## src/rtl/cpu_pkg.sv

```systemverilog
// Shared CPU definitions: PC type and fetch-related constants used by fetch,
// control and the EX datapath.
package cpu_pkg;

  typedef logic [31:0] pc_t;

  localparam pc_t         RESET_PC  = 32'h0000_0000;
  localparam int          IMEM_AW   = 12;
  localparam logic [31:0] NOP_INSTR = 32'h0000_0013;

endpackage

```

## src/rtl/fetch_stage_if.sv

```systemverilog
// Fetch-stage boundary: redirect/hold from EX, instruction-memory bus, and the
// PC/instruction handed to EX.
interface fetch_stage_if #(parameter int IMEM_AW = cpu_pkg::IMEM_AW);
  import cpu_pkg::*;

  logic               hold;
  logic               redirect_valid;
  pc_t                redirect_pc;
  logic [IMEM_AW-1:0] imem_addr;
  logic [31:0]        imem_rdata;
  pc_t                pc_EX;
  logic [31:0]        instr_EX;
  logic               stall_EX;

  modport master (
    input  hold, redirect_valid, redirect_pc, imem_rdata,
    output imem_addr, pc_EX, instr_EX, stall_EX
  );

  modport slave (
    output hold, redirect_valid, redirect_pc, imem_rdata,
    input  imem_addr, pc_EX, instr_EX, stall_EX
  );

endinterface

```

## src/rtl/fetch_stage_pc_next.sv

```systemverilog
// Next-state select for the fetch PC pair and squash flag:
// hold beats redirect beats sequential +4.
module pc_next
  import cpu_pkg::*;
(
  input  logic hold,
  input  logic redirect_valid,
  input  logic stall_q,
  input  pc_t  redirect_pc,
  input  pc_t  pc_f,
  input  pc_t  pc_ex,
  output pc_t  pc_f_nxt,
  output pc_t  pc_ex_nxt,
  output logic stall_nxt
);

  logic redir;

  // a squashed instruction in EX is wrong-path, so its redirect is meaningless
  assign redir = redirect_valid & ~stall_q & ~hold;

  always_comb begin
    pc_f_nxt  = pc_f + 32'd4;
    pc_ex_nxt = pc_f;
    stall_nxt = 1'b0;
    if (hold) begin
      pc_f_nxt  = pc_f;
      pc_ex_nxt = pc_ex;
      stall_nxt = stall_q;
    end else if (redir) begin
      pc_f_nxt  = redirect_pc & ~32'h3;
      stall_nxt = 1'b1;
    end
  end

endmodule

```

## src/rtl/fetch_stage.sv

```systemverilog
// Fetch stage: PC register, synchronous imem addressing and the EX pipeline
// register. Define FETCH_PERF_EN to add the bubble_cnt performance counter.
module fetch_stage #(
  parameter cpu_pkg::pc_t RESET_PC  = cpu_pkg::RESET_PC,
  parameter int           IMEM_AW   = cpu_pkg::IMEM_AW,
  parameter logic [31:0]  NOP_INSTR = cpu_pkg::NOP_INSTR
) (
  input  logic         clk,
  input  logic         rst,
  fetch_stage_if.master fif
`ifdef FETCH_PERF_EN
  ,
  output logic [31:0]  bubble_cnt
`endif
);
  import cpu_pkg::*;

  pc_t  pc_f, pc_ex;
  logic stall_q;
  pc_t  pc_f_nxt, pc_ex_nxt;
  logic stall_nxt;

  pc_next u_pc_next (
    .hold           (fif.hold),
    .redirect_valid (fif.redirect_valid),
    .stall_q        (stall_q),
    .redirect_pc    (fif.redirect_pc),
    .pc_f           (pc_f),
    .pc_ex          (pc_ex),
    .pc_f_nxt       (pc_f_nxt),
    .pc_ex_nxt      (pc_ex_nxt),
    .stall_nxt      (stall_nxt)
  );

  // memory data is not valid in the first cycle out of reset, hence the bubble
  always_ff @(posedge clk or posedge rst) begin
    if (rst) begin
      pc_f    <= RESET_PC;
      pc_ex   <= RESET_PC;
      stall_q <= 1'b1;
    end else begin
      pc_f    <= pc_f_nxt;
      pc_ex   <= pc_ex_nxt;
      stall_q <= stall_nxt;
    end
  end

  // re-reading pc_EX while held keeps imem_rdata stable once hold drops
  assign fif.imem_addr = fif.hold ? pc_ex[IMEM_AW+1:2] : pc_f[IMEM_AW+1:2];
  assign fif.pc_EX     = pc_ex;
  assign fif.stall_EX  = stall_q;
  assign fif.instr_EX  = stall_q ? NOP_INSTR : fif.imem_rdata;

`ifdef FETCH_PERF_EN
  always_ff @(posedge clk or posedge rst) begin
    if (rst) begin
      bubble_cnt <= 32'd0;
    end else if (stall_q && !fif.hold) begin
      bubble_cnt <= bubble_cnt + 32'd1;
    end
  end
`endif

endmodule

```

## src/flat_wrapper.sv

```systemverilog
// flat-port wrapper written by rule: the top's interface ports become plain ports
module fetch_stage_flat import cpu_pkg::*;
#(
  parameter cpu_pkg::pc_t RESET_PC  = cpu_pkg::RESET_PC,
  parameter int           IMEM_AW   = cpu_pkg::IMEM_AW,
  parameter logic [31:0]  NOP_INSTR = cpu_pkg::NOP_INSTR
)
  (clk, rst, fif_hold, fif_redirect_valid, fif_redirect_pc, fif_imem_rdata, fif_imem_addr, fif_pc_EX, fif_instr_EX, fif_stall_EX);
  fetch_stage_if #(.IMEM_AW(IMEM_AW)) fif_i ();
  input  logic clk;
  input  logic rst;
  input wire logic [$bits(fif_i.hold)-1:0] fif_hold;
  input wire logic [$bits(fif_i.redirect_valid)-1:0] fif_redirect_valid;
  input wire logic [$bits(fif_i.redirect_pc)-1:0] fif_redirect_pc;
  input wire logic [$bits(fif_i.imem_rdata)-1:0] fif_imem_rdata;
  output wire logic [$bits(fif_i.imem_addr)-1:0] fif_imem_addr;
  output wire logic [$bits(fif_i.pc_EX)-1:0] fif_pc_EX;
  output wire logic [$bits(fif_i.instr_EX)-1:0] fif_instr_EX;
  output wire logic [$bits(fif_i.stall_EX)-1:0] fif_stall_EX;
  assign fif_i.hold = fif_hold;
  assign fif_i.redirect_valid = fif_redirect_valid;
  assign fif_i.redirect_pc = fif_redirect_pc;
  assign fif_i.imem_rdata = fif_imem_rdata;
  assign fif_imem_addr = fif_i.imem_addr;
  assign fif_pc_EX = fif_i.pc_EX;
  assign fif_instr_EX = fif_i.instr_EX;
  assign fif_stall_EX = fif_i.stall_EX;
  fetch_stage #(.RESET_PC(RESET_PC), .IMEM_AW(IMEM_AW), .NOP_INSTR(NOP_INSTR)) u_core (.clk(clk), .rst(rst), .fif(fif_i));
endmodule
```

## config.mk

```make
export PLATFORM = sky130hd
export DESIGN_NAME = fetch_stage_flat
export DESIGN_NICKNAME = d
export VERILOG_FILES = /design/src/rtl/cpu_pkg.sv /design/src/rtl/fetch_stage_if.sv /design/src/rtl/fetch_stage_pc_next.sv /design/src/rtl/fetch_stage.sv /design/src/flat_wrapper.sv
export SDC_FILE = /design/constraint.sdc
export NUM_CORES = 1
export LEC_CHECK = 0
export CELL_PAD_IN_SITES_DETAIL_PLACEMENT = 1
export CELL_PAD_IN_SITES_GLOBAL_PLACEMENT = 1
export CORE_MARGIN = 8
export CORE_UTILIZATION = 42
export CTS_CLUSTER_DIAMETER = 120
export DETAILED_ROUTE_END_ITERATION = 10
export DONT_BUFFER_PORTS = 1
export GPL_ROUTABILITY_DRIVEN = 0
export PLACE_DENSITY_LB_ADDON = 0.1
export SLEW_MARGIN = 30
export SYNTH_ARGS = -nofsm -noshare
export SYNTH_HDL_FRONTEND = slang
export SYNTH_SLANG_ARGS = --single-unit
```

## constraint.sdc

```tcl
create_clock -name clk -period 1.92 [get_ports clk]
set_input_delay 0.192 -clock clk [delete_from_list [all_inputs] [get_ports clk]]
set_output_delay 0.192 -clock clk [all_outputs]
set_load 0.1 [all_outputs]
```

After elaboration in Yosys (flattened, before gate mapping)
Cells that the tools add are included.
{"block": "totals", "reg_bits": 65, "in_bits": 68, "out_inout_bits": 77, "elab_cells": 12}
{"block": "classes", "add_sub_neg": 1, "mux": 4, "bitwise": 4}
{"cell": "two-way mux 32 bit", "n": 2}
{"cell": "adder 32 x 3 -> 32 bit (second input constant)", "n": 1}
{"cell": "two-way mux 12 bit", "n": 1}
{"cell": "AND 1 bit", "n": 2}
{"cell": "NOT 1 bit", "n": 2}
{"cell": "two-way mux 1 bit", "n": 1}

Longest topological paths before layout
{"block": "depth", "word_depth": 4, "depth_mapped": 7, "mapped_depth_nobuf": 6}

By module
From an unflattened synthesis, not the netlist that was laid out.
{"block": "unflattened", "hier_cells": 347, "hier_area_um2": 3580.9}
{"module": "fetch_stage", "instances": 1, "cells_each": 114, "area_per_inst_um2": 2037.0, "seq_area_each_um2": 1627.8}
{"module": "pc_next", "instances": 1, "cells_each": 233, "area_per_inst_um2": 1544.0, "seq_area_each_um2": 0.0}

Worst setup path before layout
No wires, ideal clock.
{"block": "synth_timing", "path_kind": "in2reg", "from": "input fif_hold", "to": "register u_core.pc_ex[12], in the netlist u_core.fif.pc_EX[12]", "setup_time_ns": 0.353, "arrival_time_ns": 2.691, "required_ns": 1.567, "path_slack_ns": -1.124, "path_stages": 3, "path_buffers": 2, "path_cell_list": "clkbuf_1 -> clkbuf_1 -> o21ai_0"}
{"item": "from (decl)", "line": "flat_wrapper.sv:12", "source": "input wire logic [$bits(fif_i.hold)-1:0] fif_hold;"}
{"item": "to (signal assigned)", "line": "fetch_stage.sv:43", "source": "pc_ex <= pc_ex_nxt;"}
{"item": "to (decl)", "line": "fetch_stage.sv:18", "source": "pc_t pc_f, pc_ex;"}
No word-level cell between the ends.

Worst setup path in the final report
{"block": "layout_timing", "from": "register u_core.pc_f[2]", "to": "register u_core.pc_f[24]"}
{"block": "layout_between", "elab_chain_len": 2}
{"item": "from (decl)", "line": "fetch_stage.sv:18"}
{"item": "from (signal assigned)", "line": "fetch_stage.sv:42", "source": "pc_f <= pc_f_nxt;"}
{"item": "adder 32 x 3 -> 32 bit", "line": "fetch_stage_pc_next.sv:23", "source": "pc_f_nxt = pc_f + 32'd4;"}
{"item": "two-way mux 32 bit", "line": "fetch_stage_pc_next.sv:30", "source": "end else if (redir) begin"}
Every way passes these cells.
A chain may end at the register's enable or synchronous reset.

==> run summary <==
CTS clk-pin slew, worst paths = 70 ps
Status = complete, no violations
Worst Hold Launch = fif_redirect_pc[17]
I/O Pins = 145
First-pass GRT wire length = 17600 um
Largest family of logic cells by synthesized area = simple AND/OR/NAND/NOR gates
Initial DRC Count = 101
Final wirelength = 11000 um
Vias/cell = 5.60
Gate Count Post-Synth = 332
Antenna violations before repair = 0
Crit path kind = flop to flop
I/O Buffers = 0
Drt wl/cell = 21.0 um
Max FO, Critical Path = 10
Die height = 104 um
Gr usage total = 20.0%
DR DRC count = 0
Flop-to-flop setup slack = 50 ps
CTS H-tree depth = 3
CP startpoint kind = flop
Power per standard cell area = 1560 nW/um^2
Final hold violation count = 0
Post-Synth XOR/XNOR Area = 0%
CTS tree = done
Mapped Area = 3270 um^2
Maximum Capacitance Violations = 0
Placement Rows = 32
Die Wd = 104 um
Share of cells above drive strength 1 = 43.8%
Root Driver = clkbuf_8
Post-synthesis cell type count = 39
Avg Cell Area, Syn = 9.84 um^2
Largest net degree at the start of global routing = 66
Antenna diodes = 0
Post-Layout Inst Area = 4450 um^2
Synth warn = 0
CP endpoint kind = flop
Hold endpoint = u_core.pc_f[17]
Die ar. = 10900 um^2
Nets@finish = 484
Drt first pass iters = 4
Cell Area, Placed = 4160 um^2
Clock skew after layout = 9.28 ps
Gr ovfl total = 0
#FFs+latches synth = 61
Antenna-violating nets left = 0
Initial Utilization = 42.7%
R2r worst-path depth = 7
Clock Path Buffers = 2
Hold Crit Class = input port to flop
Cts bufs inserted = 9
Core area = 7650 um^2
Reg2reg start = u_core.pc_f[2]
WP data required = 2150 ps
CP Data Arrival Time = 2100 ps
Fmax = 536 MHz
Post-layout min period = 1870 ps
Mux share of post-synthesis cell area = 10.3%
DR vias = 2925
Fin. max-slew vios = 0
Synth Area in Compound Gates = 18.0%
Vias in the first global route = 3209
Detailed placement HPWL = 7830 um
Area grow syn2layout = 36.2%
Finish-stage setup viols = 0
Seq/Total Area, Yosys = 46.8%
P_leak = 1.93 nW
Total negative slack = 0 ps
Synth Area in Adders = 0.383%
Clock sinks = 61
Worst-Skew Late Latency = 340 ps
Max VDD drop = 0.00132 V
Reg-to-Reg End = u_core.pc_f[24]
Worst slew pin tran = 713 ps
Max-slew headroom at the worst pin = 52.3%
Hold Crit Depth = 2
Simple-Gate Fraction of Synth Area = 21.0%
Tcrit/Tclk final = 97.1%
[Yosys cell counts]
cell,n,area share [%]
nor4_1,2,0.38
a32oi_1,3,0.80
or2_2,4,0.77
nor4_4,2,1.3
a21o_1,1,0.23
o221a_1,1,0.34
o22ai_1,5,0.96
nor3_1,4,0.61
o21a_1,3,0.69
nand4_1,9,1.7
a2bb2oi_1,2,0.54
nand2_1,21,2.4
a311o_1,1,0.31
clkbuf_1,15,1.7
a41oi_1,1,0.27
conb_1,1,0.11
nand3_1,8,1.2
o2bb2a_1,3,0.92
nand4_2,3,1.1
inv_1,3,0.34
a31oi_1,8,1.5
dfstp_2,1,0.80
mux2_2,28,9.7
clkinv_1,1,0.11
buf_4,2,0.46
o32a_1,4,1.2
nor2b_1,30,5.7
buf_1,7,0.80
mux2i_1,2,0.61
o21ai_0,18,2.8
o22a_1,13,3.5
dfrtp_1,60,46
and4_1,1,0.27
ha_1,1,0.38
nor2_1,25,2.9
and3_1,9,1.7
a21oi_1,26,4.0
nand2b_1,1,0.19
and2_1,3,0.57
[repair_timing]
| action | in CTS | in global routing |
|---|---|---|
| buffers inserted | 1 | 0 |
| hold buffers | 3 | 0 |
| endpoints found under the setup margin | 2 | 13 |
| pin swaps | 1 | 3 |
| resized for setup | 0 | 6 |
| hold endpoints to repair | 35 | 0 |
[registers in the layout (all words and copies together), names as in the netlist]
signal               cells
u_core.fif.stall_EX      1
u_core.fif.pc_EX        30
u_core.pc_f             30
[cell families (layout without fill, tap and decap cells)]
logic type      count (synthesis)  after routing
simple gates                  122            122
compound gates                 89             89
flops                          61             61
mux                            30             30
buf+inv                        28            115
fa+ha+maj                       1              1
other cells                     1              2
[worst max path at each step]
stage / end / startpoint / slack, ps / cells after the start
CTS: u_core.pc_f[24] / u_core.pc_f[3] / 10 / 7
global route: u_core.pc_f[24] / u_core.pc_f[2] / -0.9 / 7
detailed placement: u_core.pc_f[29] / u_core.pc_f[7] / -1 / 5
finish: u_core.pc_f[24] / u_core.pc_f[2] / 50 / 7
global placement: u_core.pc_f[29] / u_core.pc_f[7] / 40 / 5
floorplan: fif_instr_EX[10] / u_core.fif.stall_EX / -430 / 2
[cell usage in the layout, fill, tap and decap left out, drive strengths merged, types with 4 or more instances in the layout]
| master | netlist | routed |
|---|---|---|
| nand4 | 12 | 12 |
| dfrtp | 60 | 60 |
| buf | 9 | 92 |
| and3 | 9 | 9 |
| nor2b | 30 | 30 |
| mux2 | 28 | 28 |
| nor4 | 4 | 4 |
| nor2 | 25 | 25 |
| o32a | 4 | 4 |
| or2 | 4 | 4 |
| o22a | 13 | 13 |
| o21ai | 18 | 18 |
| a21oi | 26 | 26 |
| clkbuf | 15 | 12 |
| nand3 | 8 | 8 |
| nand2 | 21 | 21 |
| o22ai | 5 | 5 |
| nor3 | 4 | 4 |
| a31oi | 8 | 8 |
[area by class of cell]
| type | instances | area, um^2 |
|---|---|---|
| Inverter | 4 | 15.0 |
| Clock buffer | 12 | 155 |
| Clock inverter | 4 | 70.1 |
| Tap cell | 102 | 128 |
| Fill cell | 859 | 3200 |
| Timing Repair Buffer | 95 | 808 |
| Multi-Input combinational cell | 244 | 1740 |
| Sequential cell | 61 | 1530 |
[worst max-delay path: stages, from the launching register on]
cell     delay, ps
dfrtp_1        450
ha_4           190
nand3_2        110
nor4_4         280
buf_12         170
and2_2         190
a41oi_1        140
o22a_1         220
[metal layers]
layer  vias up  global-route usage (%)  routed length (um)
li1       1374                       -                   -
met1      1450                    22.5                4440
met2        92                    34.7                5670
met3         9                    7.13                 744
met4         0                    5.79                 102
met5         -                       0                   0
[stage by stage]
stage / setup WS (ps) / hold slack (ps) / utilization [%] / instances / power (mW)
final: 54.9 / 19.0 / 58.2 / 522 / 6.95
after global routing: -0.901 / 8.24 / 58.2 / 522 / 7.20
after global placement: 39.1 / 123 / 54.4 / 502 / 5.57
after floorplan: -430 / 339 / - / 333 / 4.83
after detailed placement: -1.00 / 120 / 54.4 / 502 / 5.64
after CTS: 13.8 / 0.711 / 57.8 / 522 / 6.98
[where the power goes]
part	internal [mW]	switching, mW
registers	1.60	0.240
logic	0.818	2.98
clock network	0.798	0.513
total	3.22	3.74
Power figures use the tool's default switching activity.
